**config.mk**
```make
export PLATFORM = sky130hd
export DESIGN_NAME = zynq_m00_axi_rr_sched
export DESIGN_NICKNAME = d
export VERILOG_FILES = /design/src/rtl/zynq_m00_axi_rr_sched.sv
export SDC_FILE = /design/constraint.sdc
export NUM_CORES = 1
export LEC_CHECK = 0
export ABC_AREA = 1
export CAP_MARGIN = 20
export CELL_PAD_IN_SITES_DETAIL_PLACEMENT = 0
export CELL_PAD_IN_SITES_GLOBAL_PLACEMENT = 1
export CORE_AREA = 3 3 228 230
export DETAILED_ROUTE_END_ITERATION = 8
export DIE_AREA = 0 0 231 233
export GPL_TIMING_DRIVEN = 0
export MAX_ROUTING_LAYER = met4
export PLACE_DENSITY = 0.51
export SYNTH_ARGS = -nofsm -noshare
export SYNTH_HDL_FRONTEND = slang
export SYNTH_SLANG_ARGS = --single-unit
```
**constraint.sdc**
```tcl
create_clock -name m00_axi_aclk -period 2.6 [get_ports m00_axi_aclk]
set_input_delay 0.78 -clock m00_axi_aclk [delete_from_list [all_inputs] [get_ports m00_axi_aclk]]
set_output_delay 0.78 -clock m00_axi_aclk [all_outputs]
set_load 0.02 [all_outputs]
```
**src/rtl/zynq_m00_axi_rr_sched.sv**
```systemverilog
// rtl/zynq_m00_axi_rr_sched.sv - round-robin sharing of one AXI3 master port between requesters
//
// Purpose: arbitrates burst commands from num_req_p requesters and runs one
// AXI3 transaction at a time on m00_axi (AW->W->B or AR->R). It steers write
// beats from the owning requester to the port and read beats back to the
// owner, then pulses per-requester completion with an error flag.
//
// Ports:
//   m00_axi_aclk/aresetn       clock, synchronous active-low reset
//   req_v/w/addr/len_i         per-requester command (valid, dir, address, beats-1)
//   req_yumi_o                 one-hot command accept pulse
//   wdata/wstrb/wdata_v_i      per-requester write beat, wdata_yumi_o one-hot consume
//   rdata_o/rdata_v_o          shared read data, one-hot read valid, rdata_ready_i per requester
//   done_v_o/done_err_o        one-hot completion pulse, error qualifier
//   m00_axi_aw/w/b/ar/r*       AXI3 master channels
module zynq_m00_axi_rr_sched #(
  parameter int num_req_p    = 2,
  parameter int addr_width_p = 32,
  parameter int data_width_p = 64
) (
  input  logic                                  m00_axi_aclk,
  input  logic                                  m00_axi_aresetn,
  input  logic [num_req_p-1:0]                  req_v_i,
  input  logic [num_req_p-1:0]                  req_w_i,
  input  logic [num_req_p*addr_width_p-1:0]     req_addr_i,
  input  logic [num_req_p*4-1:0]                req_len_i,
  output logic [num_req_p-1:0]                  req_yumi_o,
  input  logic [num_req_p*data_width_p-1:0]     wdata_i,
  input  logic [num_req_p*data_width_p/8-1:0]   wstrb_i,
  input  logic [num_req_p-1:0]                  wdata_v_i,
  output logic [num_req_p-1:0]                  wdata_yumi_o,
  output logic [data_width_p-1:0]               rdata_o,
  output logic [num_req_p-1:0]                  rdata_v_o,
  input  logic [num_req_p-1:0]                  rdata_ready_i,
  output logic [num_req_p-1:0]                  done_v_o,
  output logic                                  done_err_o,
  output logic [addr_width_p-1:0]               m00_axi_awaddr,
  output logic                                  m00_axi_awvalid,
  output logic [5:0]                            m00_axi_awid,
  output logic [3:0]                            m00_axi_awlen,
  output logic [2:0]                            m00_axi_awsize,
  output logic [1:0]                            m00_axi_awburst,
  output logic [1:0]                            m00_axi_awlock,
  output logic [3:0]                            m00_axi_awcache,
  output logic [2:0]                            m00_axi_awprot,
  output logic [3:0]                            m00_axi_awqos,
  input  logic                                  m00_axi_awready,
  output logic [data_width_p-1:0]               m00_axi_wdata,
  output logic [data_width_p/8-1:0]             m00_axi_wstrb,
  output logic                                  m00_axi_wvalid,
  output logic                                  m00_axi_wlast,
  output logic [5:0]                            m00_axi_wid,
  input  logic                                  m00_axi_wready,
  output logic                                  m00_axi_bready,
  input  logic                                  m00_axi_bvalid,
  input  logic [5:0]                            m00_axi_bid,
  input  logic [1:0]                            m00_axi_bresp,
  output logic [addr_width_p-1:0]               m00_axi_araddr,
  output logic                                  m00_axi_arvalid,
  output logic [5:0]                            m00_axi_arid,
  output logic [3:0]                            m00_axi_arlen,
  output logic [2:0]                            m00_axi_arsize,
  output logic [1:0]                            m00_axi_arburst,
  output logic [1:0]                            m00_axi_arlock,
  output logic [3:0]                            m00_axi_arcache,
  output logic [2:0]                            m00_axi_arprot,
  output logic [3:0]                            m00_axi_arqos,
  input  logic                                  m00_axi_arready,
  output logic                                  m00_axi_rready,
  input  logic [data_width_p-1:0]               m00_axi_rdata,
  input  logic                                  m00_axi_rvalid,
  input  logic [5:0]                            m00_axi_rid,
  input  logic                                  m00_axi_rlast,
  input  logic [1:0]                            m00_axi_rresp
);

  localparam int idx_w  = (num_req_p > 1) ? $clog2(num_req_p) : 1;
  localparam int strb_w = data_width_p / 8;
  localparam logic [2:0] size_c = 3'($clog2(data_width_p / 8));
  localparam logic [num_req_p-1:0] one_c = num_req_p'(1);

  typedef enum logic [2:0] {ST_IDLE, ST_AW, ST_W, ST_B, ST_AR, ST_R} state_e;

  state_e                  state_q;
  logic [idx_w-1:0]        rr_q, owner_q;
  logic [addr_width_p-1:0] addr_q;
  logic [3:0]              len_q, cnt_q;
  logic                    err_q;

  logic [idx_w-1:0]        grant_idx;
  logic                    grant_v;
  logic [addr_width_p-1:0] grant_addr;
  logic [3:0]              grant_len;
  logic                    grant_w;
  logic [2*num_req_p-1:0]  req_shift;
  logic [num_req_p-1:0]    owner_oh;
  logic                    owner_wv, r_fire, b_fire, r_beat_err;
  logic                    unused_ids;

  // IDs are always 0 with a single outstanding transaction, so responses are not matched.
  assign unused_ids = ^{m00_axi_bid, m00_axi_rid};

  function automatic logic [idx_w-1:0] add_wrap(input logic [idx_w-1:0] a, input int k);
    int s;
    s = int'(a) + k;
    if (s >= num_req_p) s = s - num_req_p;
    return idx_w'(s);
  endfunction

  // Rotate requests so bit k means requester (rr_q + k); the lowest set bit wins.
  assign req_shift = {req_v_i, req_v_i} >> rr_q;

  always_comb begin
    grant_v   = 1'b0;
    grant_idx = '0;
    for (int k = num_req_p - 1; k >= 0; k--) begin
      if (req_shift[k]) begin
        grant_v   = 1'b1;
        grant_idx = add_wrap(rr_q, k);
      end
    end
    grant_v = grant_v & m00_axi_aresetn & (state_q == ST_IDLE);
  end

  always_comb begin
    grant_addr    = '0;
    grant_len     = '0;
    grant_w       = 1'b0;
    m00_axi_wdata = '0;
    m00_axi_wstrb = '0;
    for (int i = 0; i < num_req_p; i++) begin
      if (grant_idx == idx_w'(i)) begin
        grant_addr = req_addr_i[i*addr_width_p +: addr_width_p];
        grant_len  = req_len_i[i*4 +: 4];
        grant_w    = req_w_i[i];
      end
      if (owner_q == idx_w'(i)) begin
        m00_axi_wdata = wdata_i[i*data_width_p +: data_width_p];
        m00_axi_wstrb = wstrb_i[i*strb_w +: strb_w];
      end
    end
  end

  assign owner_oh = one_c << owner_q;
  assign owner_wv = |(wdata_v_i & owner_oh);

  assign req_yumi_o = grant_v ? (one_c << grant_idx) : '0;

  assign m00_axi_awvalid = (state_q == ST_AW);
  assign m00_axi_awaddr  = addr_q;
  assign m00_axi_awlen   = len_q;
  assign m00_axi_awid    = '0;
  assign m00_axi_awsize  = size_c;
  assign m00_axi_awburst = 2'b01;
  assign m00_axi_awlock  = 2'b00;
  assign m00_axi_awcache = 4'b0011;
  assign m00_axi_awprot  = 3'b000;
  assign m00_axi_awqos   = 4'b0000;

  assign m00_axi_arvalid = (state_q == ST_AR);
  assign m00_axi_araddr  = addr_q;
  assign m00_axi_arlen   = len_q;
  assign m00_axi_arid    = '0;
  assign m00_axi_arsize  = size_c;
  assign m00_axi_arburst = 2'b01;
  assign m00_axi_arlock  = 2'b00;
  assign m00_axi_arcache = 4'b0011;
  assign m00_axi_arprot  = 3'b000;
  assign m00_axi_arqos   = 4'b0000;

  assign m00_axi_wvalid = (state_q == ST_W) & owner_wv;
  assign m00_axi_wlast  = (state_q == ST_W) & (cnt_q == 4'd0);
  assign m00_axi_wid    = '0;
  assign wdata_yumi_o   = (m00_axi_wvalid & m00_axi_wready) ? owner_oh : '0;

  assign m00_axi_bready = (state_q == ST_B);
  assign b_fire         = (state_q == ST_B) & m00_axi_bvalid;

  assign m00_axi_rready = (state_q == ST_R) & |(rdata_ready_i & owner_oh);
  assign rdata_o        = m00_axi_rdata;
  assign rdata_v_o      = ((state_q == ST_R) & m00_axi_rvalid) ? owner_oh : '0;
  assign r_fire         = (state_q == ST_R) & m00_axi_rvalid & m00_axi_rready;

  // Error sources on a read beat: bad response, a beat past the expected
  // last one, or rlast arriving before the expected beat count.
  assign r_beat_err = (m00_axi_rresp != 2'b00)
                    | ((cnt_q == 4'd0) & ~m00_axi_rlast)
                    | (m00_axi_rlast & (cnt_q != 4'd0));

  assign done_v_o   = (b_fire | (r_fire & m00_axi_rlast)) ? owner_oh : '0;
  assign done_err_o = (b_fire & (err_q | (m00_axi_bresp != 2'b00)))
                    | (r_fire & m00_axi_rlast & (err_q | r_beat_err));

  always_ff @(posedge m00_axi_aclk) begin
    if (!m00_axi_aresetn) begin
      state_q <= ST_IDLE;
      rr_q    <= '0;
      owner_q <= '0;
      addr_q  <= '0;
      len_q   <= '0;
      cnt_q   <= '0;
      err_q   <= 1'b0;
    end else begin
      case (state_q)
        ST_IDLE: if (grant_v) begin
          owner_q <= grant_idx;
          addr_q  <= grant_addr;
          len_q   <= grant_len;
          cnt_q   <= grant_len;
          err_q   <= 1'b0;
          rr_q    <= add_wrap(grant_idx, 1);
          state_q <= grant_w ? ST_AW : ST_AR;
        end
        ST_AW: if (m00_axi_awready) state_q <= ST_W;
        ST_W: if (m00_axi_wvalid && m00_axi_wready) begin
          if (cnt_q == 4'd0) state_q <= ST_B;
          else               cnt_q   <= cnt_q - 4'd1;
        end
        ST_B: if (m00_axi_bvalid) state_q <= ST_IDLE;
        ST_AR: if (m00_axi_arready) state_q <= ST_R;
        ST_R: if (r_fire) begin
          err_q <= err_q | r_beat_err;
          // Saturate so an overrunning burst keeps reporting until rlast.
          if (cnt_q != 4'd0) cnt_q <= cnt_q - 4'd1;
          if (m00_axi_rlast) state_q <= ST_IDLE;
        end
        default: state_q <= ST_IDLE;
      endcase
    end
  end

endmodule

```
Word-level counts from Yosys, hierarchy flattened
Cells that the tools add are included.
W data, S select, Z words.
{"block": "totals", "output_inout_bits": 277, "register_bits": 46, "in_bits": 312, "word_cells": 106}
{"block": "op_classes", "magnitude_cmp": 3, "reduce_logical": 14, "shift": 3, "bitwise": 23, "n_addsub": 6, "n_eq_ne": 15, "n_mux": 35}
{"cell": "$mux W64", "n": 1}
{"cell": "$mux W32", "n": 1}
{"cell": "$mux W3", "n": 9}
{"cell": "$mux W4", "n": 6}
{"cell": "$pmux W3 S6", "n": 1}
{"cell": "$and A1 B1 Y1", "n": 14}
{"cell": "$ne A2 B1 Y1 const B", "n": 6}
{"cell": "$pmux W4 S3", "n": 1}
{"cell": "$mux W1", "n": 10}
{"cell": "$mux W2", "n": 4}
{"cell": "$mux W8", "n": 1}
{"cell": "$ne A2 B2 Y1 const B", "n": 4}
{"cell": "$reduce_and A8 Y1", "n": 1}
{"cell": "$eq A3 B2 Y1 const B", "n": 2}
{"cell": "$eq A3 B3 Y1 const B", "n": 2}
{"cell": "$or A1 B1 Y1", "n": 6}
{"cell": "$reduce_and A6 Y1", "n": 1}
{"cell": "$reduce_bool A2 Y1", "n": 3}
{"cell": "$add A1 B1 Y2 const B", "n": 2}
{"cell": "$and A2 B2 Y2", "n": 2}
{"cell": "$ge A2 B2 Y1 const B", "n": 2}
{"cell": "$logic_not A4 Y1", "n": 1}
{"cell": "$reduce_bool A4 Y1", "n": 1}
{"cell": "$reduce_or A2 Y1", "n": 2}
{"cell": "13 further kinds", "n": 16}

Logic depth before layout (Yosys ltp)
{"block": "logic_depth", "depth_word": 9, "depth_mapped": 11, "ltp_nobuf": 10}

Least setup slack after synthesis
Ideal clock, no wire load.
{"block": "synth_path", "path_kind": "in2out", "start": "input port wdata_v_i[0]", "end": "output port wdata_yumi_o[0]", "path_slack_ps": 168, "path_buffers": 0, "stages": 6, "required_ps": 1820, "arrival_time_ps": 1652, "path_cell_list": "inv_1 > nand2_1 > nand2_1 > nor2_1 > nand2_1 > nor2_1"}
{"block": "synth_between", "elab_chain_len": 5}
{"item": "start, declared", "line_no": "30", "text": "input logic [num_req_p-1:0] wdata_v_i,"}
{"item": "$and A2 B2 Y2", "line_no": "145", "text": "assign owner_wv = |(wdata_v_i & owner_oh);"}
{"item": "$reduce_or A2 Y1", "line_no": "145"}
{"item": "$and A1 B1 Y1", "line_no": "171", "text": "assign m00_axi_wvalid = (state_q == ST_W) & owner_wv;"}
{"item": "net m00_axi_wvalid", "line_no": "50", "text": "output logic m00_axi_wvalid,"}
{"item": "$and A1 B1 Y1", "line_no": "174", "text": "assign wdata_yumi_o = (m00_axi_wvalid & m00_axi_wready) ? owner_oh : '0;"}
{"item": "$mux W2", "line_no": "174"}
{"item": "end, declared", "line_no": "31", "text": "output logic [num_req_p-1:0] wdata_yumi_o,"}
The timed path passes the listed nets, and every way through them passes these cells.

Worst setup path in the final report
{"block": "layout_path", "start": "input port m00_axi_rresp[0]", "end": "output port done_err_o"}
{"block": "layout_between", "elab_chain_len": 6}
{"item": "start, declared", "line_no": "74", "text": "input logic [1:0] m00_axi_rresp"}
{"item": "$reduce_bool A2 Y1", "line_no": "186", "text": "assign r_beat_err = (m00_axi_rresp != 2'b00)"}
{"item": "$or A1 B1 Y1", "line_no": "187", "text": "| ((cnt_q == 4'd0) & ~m00_axi_rlast)"}
{"item": "$or A1 B1 Y1", "line_no": "188", "text": "| (m00_axi_rlast & (cnt_q != 4'd0));"}
{"item": "$or A1 B1 Y1", "line_no": "192", "text": "| (r_fire & m00_axi_rlast & (err_q | r_beat_err));"}
{"item": "$and A1 B1 Y1", "line_no": "192"}
{"item": "$or A1 B1 Y1", "line_no": "192"}
{"item": "end, declared", "line_no": "36", "text": "output logic done_err_o,"}
No other way between the ends.

==> metrics.md <==
| Metric | Value |
|---|---|
| Max incr delay on CP | `0.41 ns` |
| Wire length per cell | `around 16 um` |
| Pins Over Slew Limit | `0` |
| CTS buffer count | `5` |
| Initial Util | `under 10%` |
| Placed cells | `between 1500 and 2000` |
| Fmax | `approximately 390 MHz` |
| DR iter-0 viols | `154` |
| Yosys cell types | `29` |
| Worst min-delay path startpoint | `state_q[1]$_SDFFE_PN0P_` |
| Setup violations, final | `0` |
| Vias post-DR | `about 6200` |
| Utilization after layout | `20.4%` |
| IO buf count | `around 460` |
| Critical path arrival | `1.77 ns` |
| CP Cell Sequence | `clkdlybuf4s50_1 -> nor3_2 -> nand3_1 -> nand3_1 -> o21ai_1 -> buf_4` |
| Commonest cells after routing, fill and taps aside | `clkdlybuf4s50_1 (362), nand2_1 (360), buf_4 (174), conb_1 (54), dfxtp_1 (45)` |
| Setup crit end kind | `primary output` |
| Area grow syn2layout | `135%` |
| PD cells | `594 nW/um2` |
| Finished Layout Cells | `just under 2000` |
| Sink Count | `46` |
| Vias in the first global route | `6228` |
| Min Tclk post-route | `between 2 and 3 ns` |
| CTS H-Tree Depth | `2` |
| First-pass GRT wire length | `about 42000 um` |
| Clock Latency Late Sink | `around 0.30 ns` |
| CP required | `about 1.8 ns` |
| Drt via density | `between 3 and 4` |
| CTS tree | `done` |
| Worst-Margin Slew | `between 0.8 and 0.9 ns` |
| Reg2Reg Launch Point | `state_q[1]$_SDFFE_PN0P_` |
| Antenna Nets Post-Route | `0` |
| Largest net degree at the start of global routing | `15` |
| Yosys warnings | `0` |
| CTS Buffer Depth | `2` |
| Setup WS pre-CTS | `-1.32 ns` |
| Residual DRC | `0` |
| CP startpoint kind | `primary input` |
| Most common cell after layout, fill and taps aside | `clkdlybuf4s50_1` |
| Slew headroom | `42.2%` |
| Final Hold Fails | `0` |
| Crit path max fanout | `2` |
| Layout cells sized above 1 | `~22%` |
| Cell family with most CP delay | `buffers and inverters` |
| Synth Area per Inst | `around 6 um2` |
| Worst Skew | `~0.0065 ns` |
| Die W | `231 um` |
| Slowest library cell on the worst path | `clkdlybuf4s50_1` |
| Hold Path Class | `reg2reg` |
| CP Buf/Inv Count | `2` |
| WHS | `0.488 ns` |
| Setup ws final | `a little under 0.05 ns` |
| Core Area | `50100 um2` |
| Reg2reg end | `owner_q$_SDFFE_PN0P_` |
| Global route overflow | `0` |
| Initial antenna violation count | `9` |
| Worst VDD drop | `roughly 0.22 mV` |
| Tot GR Track Use | `around 11%` |
| # Max-Cap Violations | `0` |
| Lkg Pwr | `around 4.7 nW` |
| I/O pin count | `~600` |
| Synthesized cell area | `approximately 4400 um2` |
| Reg clk slew, reported paths | `0.08 ns` |
| Hpwl dp | `approximately 26000 um` |
| Final net count | `approximately 1600` |
| R2R Setup Slk | `0.68 ns` |
| Hold depth | `2` |
| Hold Path Sink | `state_q[1]$_SDFFE_PN0P_` |
| Yosys reg bits | `between 40 and 50` |
| Unrepaired setup endpoints after global routing | `yes` |
| Crit path kind | `in2out` |
| Gpl congestion | `around 0.76` |
| Fin crit share | `98.1%` |
| Router iterations before antenna repair | `6` |
| Worst r2r path cells | `9` |
| Drt total wl | `just over 30000 um` |
| Most frequent CP cell | `nand3_1` |
| Chip Height | `between 200 and 250 um` |
| Synthesized instance count | `~740` |
| Status | `finished clean` |
| Root Driver | `clkbuf_16` |
| Row count | `~80` |
| Post-synthesis sequential area ratio | `21.2%` |
| Die ar. | `53800 um2` |
[sequential cells by signal, indices dropped and copies added, names as in the netlist]
name	count
err_q	1
state_q	3
cnt_q	4
m00_axi_araddr	32
owner_q	1
rr_q	1
m00_axi_arlen	4
[logic make-up after synthesis]
kind of cell	after synthesis	share of synthesized area (%)
adder cells (fa/ha/maj)	1	0.287
XOR/XNOR	2	0.402
flip-flops	46	21.2
other	2	0.173
AND/OR/NAND/NOR	417	37.9
AO/OA/AOI/OAI	59	8.05
buffers and inverters	211	32.0
[per-stage QoR]
step	total power [mW]	setup TNS, ns	area (um2)
2_1_floorplan	3.31	0	4550
3_3_place_gp	5.44	-53.35	9970
3_5_place_dp	5.40	-51.17	9970
4_1_cts	6.21	0	10300
5_1_grt	6.57	-0.0115	10200
6_report	6.07	0	10200
[how the worst max path moves through the flow]
| stage | from | endpoint | slack, ns | cells past startpoint |
|---|---|---|---|---|
| 6_report | m00_axi_rresp[0] | done_err_o | 0.05 | 6 |
| 5_1_grt | m00_axi_rresp[0] | done_err_o | -0.01 | 6 |
| 4_1_cts | owner_q$_SDFFE_PN0P_ | m00_axi_wdata[18] | 0.002 | 7 |
| 3_5_place_dp | req_v_i[0] | req_yumi_o[0] | -1.32 | 7 |
| 3_3_place_gp | req_v_i[0] | req_yumi_o[0] | -1.34 | 7 |
| 2_1_floorplan | wdata_v_i[0] | wdata_yumi_o[0] | 0.17 | 6 |
[what timing repair did]
item,in CTS,in global routing
endpoints found under the setup margin,85,46
cloned,0,0
setup buffers,10,0
pin swaps,11,1
hold buffers,0,0
resized for setup,220,67
[routing by layer]
| layer | part of all wire (%) | track usage (%) | vias up |
|---|---|---|---|
| met5 | 0 | - | - |
| met4 | 0.47 | 1.08 | 0 |
| met3 | 6.7 | 2.51 | 12 |
| met2 | 54 | 20.2 | 280 |
| met1 | 39 | 12.2 | 2747 |
| li1 | - | - | 3139 |
[final cells by class]
type,count,area (um2)
Clock buffer,6,129
Clock inverter,2,13.8
Multi-Input combinational cell,533,2330
Tap cell,672,841
Timing Repair Buffer,468,4450
Antenna cell,6,15.0
Inverter,27,115
Sequential cell,46,922
Fill cell,5752,39800
Buffer,184,1410
[power breakdown]
| part | switching (mW) | leakage (nW) | internal, mW |
|---|---|---|---|
| combinational | 2.42 | 4.21 | 1.90 |
| sequential | 0.160 | 0.377 | 0.875 |
| clock | 0.352 | 0.0709 | 0.360 |
| total | 2.94 | 4.66 | 3.13 |
[synth_stat cells (all sizes together)]
cell | n | share of area (%)
a21boi | 1 | 0.17
xnor2 | 1 | 0.20
buf | 167 | 28
inv | 27 | 2.4
a31oi | 36 | 5.2
nand3 | 10 | 1.1
nand2 | 366 | 32
dfxtp | 46 | 21
nor2 | 36 | 4.5
conb | 2 | 0.17
ha | 1 | 0.29
nor3 | 3 | 0.34
clkbuf | 17 | 1.5
a211oi | 2 | 0.34
xor2 | 1 | 0.20
a21oi | 6 | 0.69
o21bai | 1 | 0.17
or2 | 2 | 0.29
o21ai | 13 | 1.5
[tightest hold or removal path: stages, from the launching register on]
cell     delay, ns
dfxtp_1       0.33
nand2_1       0.06
a21oi_1       0.05
No activity file was read; power rests on OpenSTA's default activity.
